$ cat config.mk
export PLATFORM = sky130hd
export DESIGN_NAME = display_scanner
export DESIGN_NICKNAME = d
export VERILOG_FILES = /design/src/rtl/calc_display_pkg.sv /design/src/rtl/seven_seg_decoder.sv /design/src/rtl/display_scanner.sv
export SDC_FILE = /design/constraint.sdc
export NUM_CORES = 1
export LEC_CHECK = 0
export ABC_AREA = 1
export CORE_MARGIN = 2
export CORE_UTILIZATION = 26
export CTS_CLUSTER_DIAMETER = 80
export DETAILED_ROUTE_END_ITERATION = 8
export PLACE_DENSITY = 0.51
export SYNTH_ARGS = -nofsm -noshare
export SYNTH_HDL_FRONTEND = slang
export SYNTH_SLANG_ARGS = --single-unit
$ cat constraint.sdc
create_clock -name clock_in -period 5 [get_ports clock_in]
set_input_delay 1.25 -clock clock_in [delete_from_list [all_inputs] [get_ports clock_in]]
set_output_delay 1.25 -clock clock_in [all_outputs]
set_load 0.01 [all_outputs]
$ cat src/rtl/calc_display_pkg.sv
// Shared constants and helpers for the calculator's seven-segment display path.
// Segment patterns are active-high in bit order {g,f,e,d,c,b,a}.
package calc_display_pkg;

    typedef enum logic {ST_BLANK, ST_SHOW} state_t;

    localparam logic [6:0] SEG_OFF   = 7'h00;
    localparam logic [6:0] SEG_MINUS = 7'h40;

    // 0-9, then A b C d E F
    localparam logic [6:0] SEG_HEX [0:15] = '{
        7'h3F, 7'h06, 7'h5B, 7'h4F, 7'h66, 7'h6D, 7'h7D, 7'h07,
        7'h7F, 7'h6F, 7'h77, 7'h7C, 7'h39, 7'h5E, 7'h79, 7'h71
    };

    // Index of the highest nonzero nibble among the lowest n nibbles; 0 for a zero value.
    function automatic logic [3:0] msd_of(input logic [31:0] v, input int n);
        logic [3:0] m;
        m = 4'd0;
        for (int i = 0; i < 8; i++) begin
            if (i < n && v[4*i +: 4] != 4'd0) m = 4'(i);
        end
        return m;
    endfunction

endpackage

$ cat src/rtl/seven_seg_decoder.sv
// Combinational hex nibble to active-high seven-segment pattern.
module seven_seg_decoder
    import calc_display_pkg::*;
(
    input  logic [3:0] i_nibble,
    output logic [6:0] o_seg
);

    assign o_seg = SEG_HEX[i_nibble];

endmodule

$ cat src/rtl/display_scanner.sv
// Time-multiplexed 7-segment scanner: one digit lit per two scan ticks with a dark
// gap between digits, double-buffered value swapped only at frame wrap.
module display_scanner
    import calc_display_pkg::*;
#(
    parameter int DIGITS         = 4,
    parameter bit ACTIVE_LOW_SEG = 1'b1,
    parameter bit ACTIVE_LOW_AN  = 1'b1
) (
    input  logic                  clock_in,
    input  logic                  reset,
    input  logic                  scan_clk,
    input  logic [4*DIGITS-1:0]   value_in,
    input  logic                  negative,
    input  logic                  blank_zeros,
    input  logic                  load,
    output logic                  load_ack,
    output logic                  frame_done,
    output logic                  overflow,
    output logic [DIGITS-1:0]     anode,
    output logic [6:0]            segment
);

    localparam int                IDX_W     = $clog2(DIGITS);
    localparam logic [IDX_W-1:0]  IDX_LAST  = IDX_W'(DIGITS - 1);
    localparam logic [3:0]        MSD_TOP   = 4'(DIGITS - 1);
    localparam logic [DIGITS-1:0] AN_OFF    = ACTIVE_LOW_AN ? '1 : '0;
    localparam logic [6:0]        SEG_INACT = ACTIVE_LOW_SEG ? 7'h7F : SEG_OFF;

    logic                r_sync1, r_sync2, r_prev;
    logic                w_tick, w_wrap;
    state_t              r_state, w_state_nxt;
    logic [IDX_W-1:0]    r_idx, w_idx_nxt;

    logic [4*DIGITS-1:0] r_pend_val, r_disp_val;
    logic                r_pend_neg, r_pend_blank, r_pend_flag;
    logic                r_disp_neg, r_disp_blank;

    logic [DIGITS-1:0]   r_anode, w_anode_d;
    logic [6:0]          r_segment, w_segment_d;
    logic                r_load_ack, r_frame_done, r_overflow;

    logic [3:0]          w_msd_disp, w_msd_pend, w_idx4, w_nib;
    logic [6:0]          w_dec;
    logic                w_is_minus, w_visible;

    // scan_clk is unrelated to clock_in timing, so it is synchronised before edge detection
    always_ff @(posedge clock_in) begin
        if (reset) begin
            r_sync1 <= 1'b0;
            r_sync2 <= 1'b0;
            r_prev  <= 1'b0;
        end else begin
            r_sync1 <= scan_clk;
            r_sync2 <= r_sync1;
            r_prev  <= r_sync2;
        end
    end

    assign w_tick = r_sync2 & ~r_prev;
    assign w_wrap = w_tick && (r_state == ST_SHOW) && (r_idx == IDX_LAST);

    always_ff @(posedge clock_in) begin
        if (reset) begin
            r_state <= ST_BLANK;
            r_idx   <= '0;
        end else begin
            r_state <= w_state_nxt;
            r_idx   <= w_idx_nxt;
        end
    end

    always_comb begin
        w_state_nxt = r_state;
        w_idx_nxt   = r_idx;
        if (w_tick) begin
            case (r_state)
                ST_BLANK: w_state_nxt = ST_SHOW;
                ST_SHOW: begin
                    w_state_nxt = ST_BLANK;
                    w_idx_nxt   = (r_idx == IDX_LAST) ? '0 : r_idx + IDX_W'(1);
                end
                default: w_state_nxt = ST_BLANK;
            endcase
        end
    end

    // Digit content for the current index, derived from the display buffer
    assign w_msd_disp = msd_of(32'(r_disp_val), DIGITS);
    assign w_msd_pend = msd_of(32'(r_pend_val), DIGITS);
    assign w_idx4     = 4'(r_idx);

    always_comb begin
        w_nib = 4'd0;
        for (int i = 0; i < DIGITS; i++) begin
            if (r_idx == IDX_W'(i)) w_nib = r_disp_val[4*i +: 4];
        end
    end

    seven_seg_decoder u_dec (
        .i_nibble (w_nib),
        .o_seg    (w_dec)
    );

    // The sign slot sits just above the MSD and stays lit even when blanking is off
    assign w_is_minus = r_disp_neg && (w_msd_disp != MSD_TOP) && (w_idx4 == w_msd_disp + 4'd1);
    assign w_visible  = w_is_minus || (r_idx == '0) || !r_disp_blank || (w_idx4 <= w_msd_disp);

    always_comb begin
        w_anode_d   = AN_OFF;
        w_segment_d = SEG_INACT;
        if (r_state == ST_BLANK && w_visible) begin
            w_anode_d   = (DIGITS'(1) << r_idx) ^ AN_OFF;
            w_segment_d = (w_is_minus ? SEG_MINUS : w_dec) ^ SEG_INACT;
        end
    end

    always_ff @(posedge clock_in) begin
        if (reset) begin
            r_anode      <= AN_OFF;
            r_segment    <= SEG_INACT;
            r_frame_done <= 1'b0;
        end else begin
            r_frame_done <= w_wrap;
            if (w_tick) begin
                r_anode   <= w_anode_d;
                r_segment <= w_segment_d;
            end
        end
    end

    // A load landing on the wrap cycle stays pending: the copy reads the old buffer
    always_ff @(posedge clock_in) begin
        if (reset) begin
            r_pend_val   <= '0;
            r_pend_neg   <= 1'b0;
            r_pend_blank <= 1'b0;
            r_pend_flag  <= 1'b0;
            r_disp_val   <= '0;
            r_disp_neg   <= 1'b0;
            r_disp_blank <= 1'b0;
            r_load_ack   <= 1'b0;
            r_overflow   <= 1'b0;
        end else begin
            r_load_ack <= 1'b0;
            if (w_wrap && r_pend_flag) begin
                r_disp_val   <= r_pend_val;
                r_disp_neg   <= r_pend_neg;
                r_disp_blank <= r_pend_blank;
                r_pend_flag  <= 1'b0;
                r_load_ack   <= 1'b1;
                r_overflow   <= r_pend_neg && (w_msd_pend == MSD_TOP);
            end
            if (load) begin
                r_pend_val   <= value_in;
                r_pend_neg   <= negative;
                r_pend_blank <= blank_zeros;
                r_pend_flag  <= 1'b1;
            end
        end
    end

    assign anode      = r_anode;
    assign segment    = r_segment;
    assign load_ack   = r_load_ack;
    assign frame_done = r_frame_done;
    assign overflow   = r_overflow;

endmodule

# --- Word-level counts from Yosys, hierarchy flattened ---
# Memories as Yosys holds them, arrays and structs flattened.
# Cells that the tools add are included.
classes:
  shifts: 1
  n_bitwise: 6
  n_reduce_logical: 20
  add_sub_neg: 2
  eq_ne: 6
  mux: 20
  magnitude_cmp: 2
op_table:
  columns: ["cell", "count"]
  rows:
  - ["$mux W4", 9]
  - ["$mux W7", 4]
  - ["$reduce_bool A4 Y1", 6]
  - ["$logic_and A1 B1 Y1", 7]
  - ["$not A7 Y7", 1]
  - ["$ge A5 B5 Y1 const B", 1]
  - ["$mux W1", 5]
  - ["$not A4 Y5", 1]
  - ["$add A4 B1 Y4 const B", 1]
  - ["$eq A2 B2 Y1 const B", 2]
  - ["$eq A2 B4 Y1", 1]
  - ["$eq A4 B2 Y1 const B", 1]
  - ["$le A2 B4 Y1", 1]
  - ["$ne A4 B2 Y1 const B", 1]
  - ["$not A4 Y4", 1]
  - ["$shl A1 B2 Y4 const A", 1]
  - ["$logic_or A1 B1 Y1", 3]
  - ["$add A2 B1 Y2 const B", 1]
  - ["$eq A2 B1 Y1 const B", 1]
  - ["$logic_not A2 Y1", 1]
  - ["$mux W2", 1]
  - ["$not A1 Y1", 2]
  - ["$pmux W1 S2", 1]
  - ["$reduce_and A2 Y1", 1]
  - ["other kinds (3)", 3]
word_totals:
  word_cells: 75
  ff_bits: 57
  inputBits: 22
  romBits: 112
  n_memories: 1
memory_table:
  columns: ["memory", "depth", "word_bits", "rd", "rd_clocked_by_memory_dff", "wr", "line_no", "rtl"]
  rows:
  - ["(no name shown)", 16, 7, 1, 0, 0, "seven_seg_decoder.sv:9", "assign o_seg = SEG_HEX[i_nibble];"]

# --- Depth between registers and ports, before layout ---
depth:
  depth_word: 12
  ltp_mapped: 16
  mapped_depth_nobuf: 16

# --- Hierarchy ---
# From an unflattened synthesis, not the netlist that was laid out.
hier_totals:
  hier_cells: 377
  hier_area_um2: 2658.8
by_module_without_submodules:
  columns: ["mod", "seq_area_each_um2", "area_per_inst_um2", "n_inst", "cells_each"]
  rows:
  - ["display_scanner", 1141.1, 2388.5, 1, 325]
  - ["seven_seg_decoder", 0.0, 270.3, 1, 52]

# --- Least setup slack after synthesis ---
# OpenSTA, ideal clock, no wires.
synth_path:
  kind: "register to register"
  startpoint: "register r_idx[1]"
  endpoint: "register r_segment[3], in the netlist segment[3]"
  t_required_ns: 4.885
  path_stages_with_launch: 13
  path_buffers: 0
  slack_ns: 3.077
  period_less_slack_ns: 1.923
  setup_time_ns: 0.115
  t_arrival_ns: 1.808
  path_cell_list: "dfxtp_1 inv_1 ha_1 a21oi_1 nand2_1 a21boi_1 ha_1 inv_1 nand2_1 nand3_1 nand3_1 nand2_1 nand2_1"
synth_between:
  elab_chain_len: 12
synth_lines:
  columns: ["element", "line_no", "rtl"]
  rows:
  - ["from (decl)", "display_scanner.sv:33", "logic [IDX_W-1:0] r_idx, w_idx_nxt;"]
  - ["from (signal assigned)", "display_scanner.sv:69", "r_idx <= w_idx_nxt;"]
  - ["$logic_not A2 Y1", "display_scanner.sv:96, display_scanner.sv:107", null]
  - ["$mux W4 (4 in series)", "display_scanner.sv:96", "if (r_idx == IDX_W'(i)) w_nib = r_disp_val[4*i +: 4];"]
  - ["$not A4 Y5 (implied by the code)", "seven_seg_decoder.sv:9", null]
  - ["$mem_v2 Z16 W7", null, null]
  - ["$mux W7 (implied by the code) (2 in series)", "seven_seg_decoder.sv:9", null]
  - ["$mux W7", "display_scanner.sv:114", "w_segment_d = (w_is_minus ? SEG_MINUS : w_dec) ^ SEG_INACT;"]
  - ["$not A7 Y7 (no line)", null, null]
  - ["$mux W7 (*)", "display_scanner.sv:112", "if (r_state == ST_BLANK && w_visible) begin"]
  - ["to (signal assigned)", "display_scanner.sv:127", "r_segment <= w_segment_d;"]
  - ["to (decl)", "display_scanner.sv:40", "logic [6:0] r_segment, w_segment_d;"]
# Every way passes the cells marked *; elsewhere a longest branch is shown, timed or not. The select of a mux whose other input is x is not followed.
# A chain may end at the register's enable or synchronous reset.

==> out/results.txt <==
Clock skew on the completed layout was measured at 0.00989 ns. TritonCTS built the clock tree. After clock tree synthesis, the flow added hold-fix buffers numbering 0. The pre-antenna-repair detailed-routing pass consisted of 4 iterations. The worst min-delay path category is reg2reg.

For the worst setup path, the data required time is 5.26 ns. Share of synthesized registers carrying an async set or reset: 0. Leaving out fill and tap cells, the most frequent cell in the layout is nand2_1. Across all setup checks in the final design, the least slack found is 2.25 ns.

The worst path buffer plus inverter count is 3. Simple-gate portion of the synthesized area: 0.263. Counting distinct cell types in the post-synthesis netlist gives 28.

The internal reg-to-reg setup slack is 2.54 ns, and the number of I/O port buffers is 35. In the routed layout, each cell is associated on average with a via count of 4.26. The repair_antennas step left the layout with diodes totalling 0.

Traced cell by cell, the critical path runs through clkdlybuf4s50_1 -> buf_4 -> inv_1 -> o21ai_0 -> a21oi_1. The fraction of synthesized area in multiplexers was 0; the met2 demand-to-capacity share in global routing was 0.184. The top-area cell type share of the netlist area was 0.442; the cell count after synthesis was 356.

Met3 usage: 0.0434. For the final count of hold timing violations, the log shows 0. The per-instance average area after synthesis is 7.26 um^2.

By area the synthesized netlist is led by dfxtp_1, nand2_1, nor2_1, o21ai_0, ha_1. The run gives 0 as the number of antenna violations at the first check in global routing. In this run the post-CTS setup repair buffer count came out at 0. By area, the combinational part of the netlist is dominated by simple AND/OR/NAND/NOR gates. In this run the count of I/O pins placed on the die edge is 36.

Wires add up to 5.69 mm. The smallest hold slack was 0.396 ns; the actual transition at the worst max-transition pin was 0.979 ns. Yosys printed 0 warnings. The most used routing layer in global routing is met2. Time the final worst path needs with I/O delays and setup: 2.75 ns.

The number of gates resized after CTS is 0. The clock passes through at most 2 buffers. Relative to the synthesized area, the layout overhead comes to 26.0%.

Fraction of final layout cells with drive strength greater than 1: 0.0711. Once detail routing completed, the nets flagged for antenna violations numbered 0. The total area inside the core boundary comes to 9730 um^2. For the worst-skew pair, the clock arrives at the later sink with an insertion delay of 0.33 ns.

The run gives 0.335 as the core occupancy in the finished layout. Number of fillers in the final layout: 1,077. For the final routed database, the setup TNS stands at 0 ns. The root buffer selected by CTS was clkbuf_8. The floorplan has 36 rows.

The area share of fa/ha/maj cells after synthesis came out at 0.0630. The maximum number of pins on one net before global-route repair is 44. Among all stages on the critical path, the largest delay is contributed by inv_1.

The dominant delay contributor by cell family on the critical path was buffers and inverters. The die is 104 um wide. Of all nets on the critical path, the largest fanout is 43.

The library cells used most frequently in the layout, excluding fill and tap cells, are nand2_1, nor2_1, dfxtp_1. The run gives 0 as the max-slew violation count. The number of nets in the layout is 424, and the total via count in the routed design is 2,243. CTS built an H-tree with a depth of 3.

Global routing finished with a remaining overflow of 0. Die area: 10,800 um^2. The xor/xnor share of the synthesized area was 0.00339. The mapped netlist covers 2580 um^2.

The run gives 57 as the total number of clock tree sinks. STA classifies the critical path startpoint as an input pin. In this run, synthesis inferred 0 flip-flops with an integrated enable.

The tool flagged a number of max-cap violations equal to 0. Power density relative to cell area: 310 nW/um^2. Data on the critical path arrives at its endpoint at 3.00 ns. The final clock period utilization by the worst path was 0.550. The worst-case IR drop observed on VDD is 0.113 mV. For this run, the slowest stage of the critical path takes 0.72 ns.

Setup violations remaining at the end of the flow were counted as 0. The flip-flop cell with the highest count after synthesis is dfxtp_1. OpenSTA, run right after detailed placement, puts the worst setup slack at 1.89 ns. The tools report the static power due to leakage as 1.39 nW. The worst slew margin relative to its limit came out at 0.346. Measured along the y axis, the die boundary spans 104 um. For the global routing usage on met1, the log shows 0.140. The congestion estimate from routability-driven global placement came to 0.796. The number of DRC violations after detailed-routing iteration 0 was 56.

The critical path endpoint category is a register. The initial standard-cell utilization of the core is 0.266. For the global routing usage summed across all routing layers, the log shows 0.114. Based on the critical path, the design can be clocked at up to 364 MHz.

After synthesis the netlist holds a flip-flop and latch count of 57. When the netlist entered floorplanning its net count stood at 391. The run finished with clean final reports. Post-synthesis sequential area ratio: 0.442.

The area fraction in compound gates after synthesis was 0.156. The first global-routing pass estimated 9.96 mm of wire. The tools report the number of global-route vias before repair as 2,201. The setup path with the least slack is of type in2reg. The clock-pin slew of the registers on the worst-case setup and hold paths was 0.07 ns. The cell type with the highest aggregate area in the netlist was dfxtp_1.

The remaining design rule violation count is 0. Setup repair after global routing left no endpoint under its margin. The half-perimeter wire length of the detailed placement result came out at 4.14 mm. Dividing the detail-routed wire length by the instance count gives 10.8 um. The number of buffers added by the clock tree synthesis step came out at 9.
synthesized netlist by cell type, types with 2 or more instances:
cell type	n
inv_2	3
nor2_4	2
dfxtp_1	57
inv_1	29
buf_2	2
nor2_2	2
o21ai_0	43
nand2_1	65
a21oi_1	27
nor4_1	2
clkbuf_1	10
ha_1	13
nand3_1	25
nor2_1	62
worst paths after layout:
path,start,endpoint,cells after the start
hold / removal,r_sync1,r_sync2,2
setup reg to reg,r_sync2,r_disp_val[12],8
hold reg to reg,r_sync1,r_sync2,2
setup / recovery,reset,r_disp_val[12],5
tightest hold or removal path, stage by stage, from the launching register on:
cell and delay [ns]:
dfxtp_1 0.30, inv_1 0.04, nor2_1 0.03
where the power goes:
group	internal, mW	total (mW)	switching (mW)
Clock	0.260	0.455	0.195
Combinational	0.0375	0.0762	0.0387
Sequential	0.471	0.478	0.00760
Total	0.768	1.01	0.242
registers in the layout (all words and copies together), names as in the netlist, 2 cells and up:
signal and flops:
anode 4, r_disp_val 16, r_idx 2, r_pend_val 16, segment 7
stage by stage:
| stage | area [um^2] | power (mW) | instances |
|---|---|---|---|
| 6_report | 3260 | 1.01 | 527 |
| 5_1_grt | 3260 | 1.06 | 527 |
| 4_1_cts | 3260 | 1.03 | 527 |
| 3_5_place_dp | 3040 | 0.566 | 511 |
| 3_3_place_gp | 3040 | 0.566 | 511 |
| 2_1_floorplan | 2580 | 0.529 | 356 |
cells by family after synthesis:
group,after synthesis
AOI/OAI and AO/OA,76
xor gates and xnor gates,1
adders and majority gates,13
buffers and inverters,46
DFF,57
and+or+nand+nor,163
area by class of cell:
type / instances / area [um^2] / area share
sequential: 57 / 1140 / 0.350
inverter: 32 / 120 / 0.0369
clock buffer: 11 / 151 / 0.0465
tap: 133 / 166 / 0.0511
multi-input combinational: 253 / 1260 / 0.386
clock inverter: 5 / 62.6 / 0.0192
timing repair buffer: 36 / 358 / 0.110
metal layers:
layer | vias to the layer above | wire, um
met5 | - | 0
met4 | 0 | 55
met3 | 5 | 208
met2 | 35 | 2530
met1 | 983 | 2890
li1 | 1220 | -
Power figures use the tool's default switching activity.
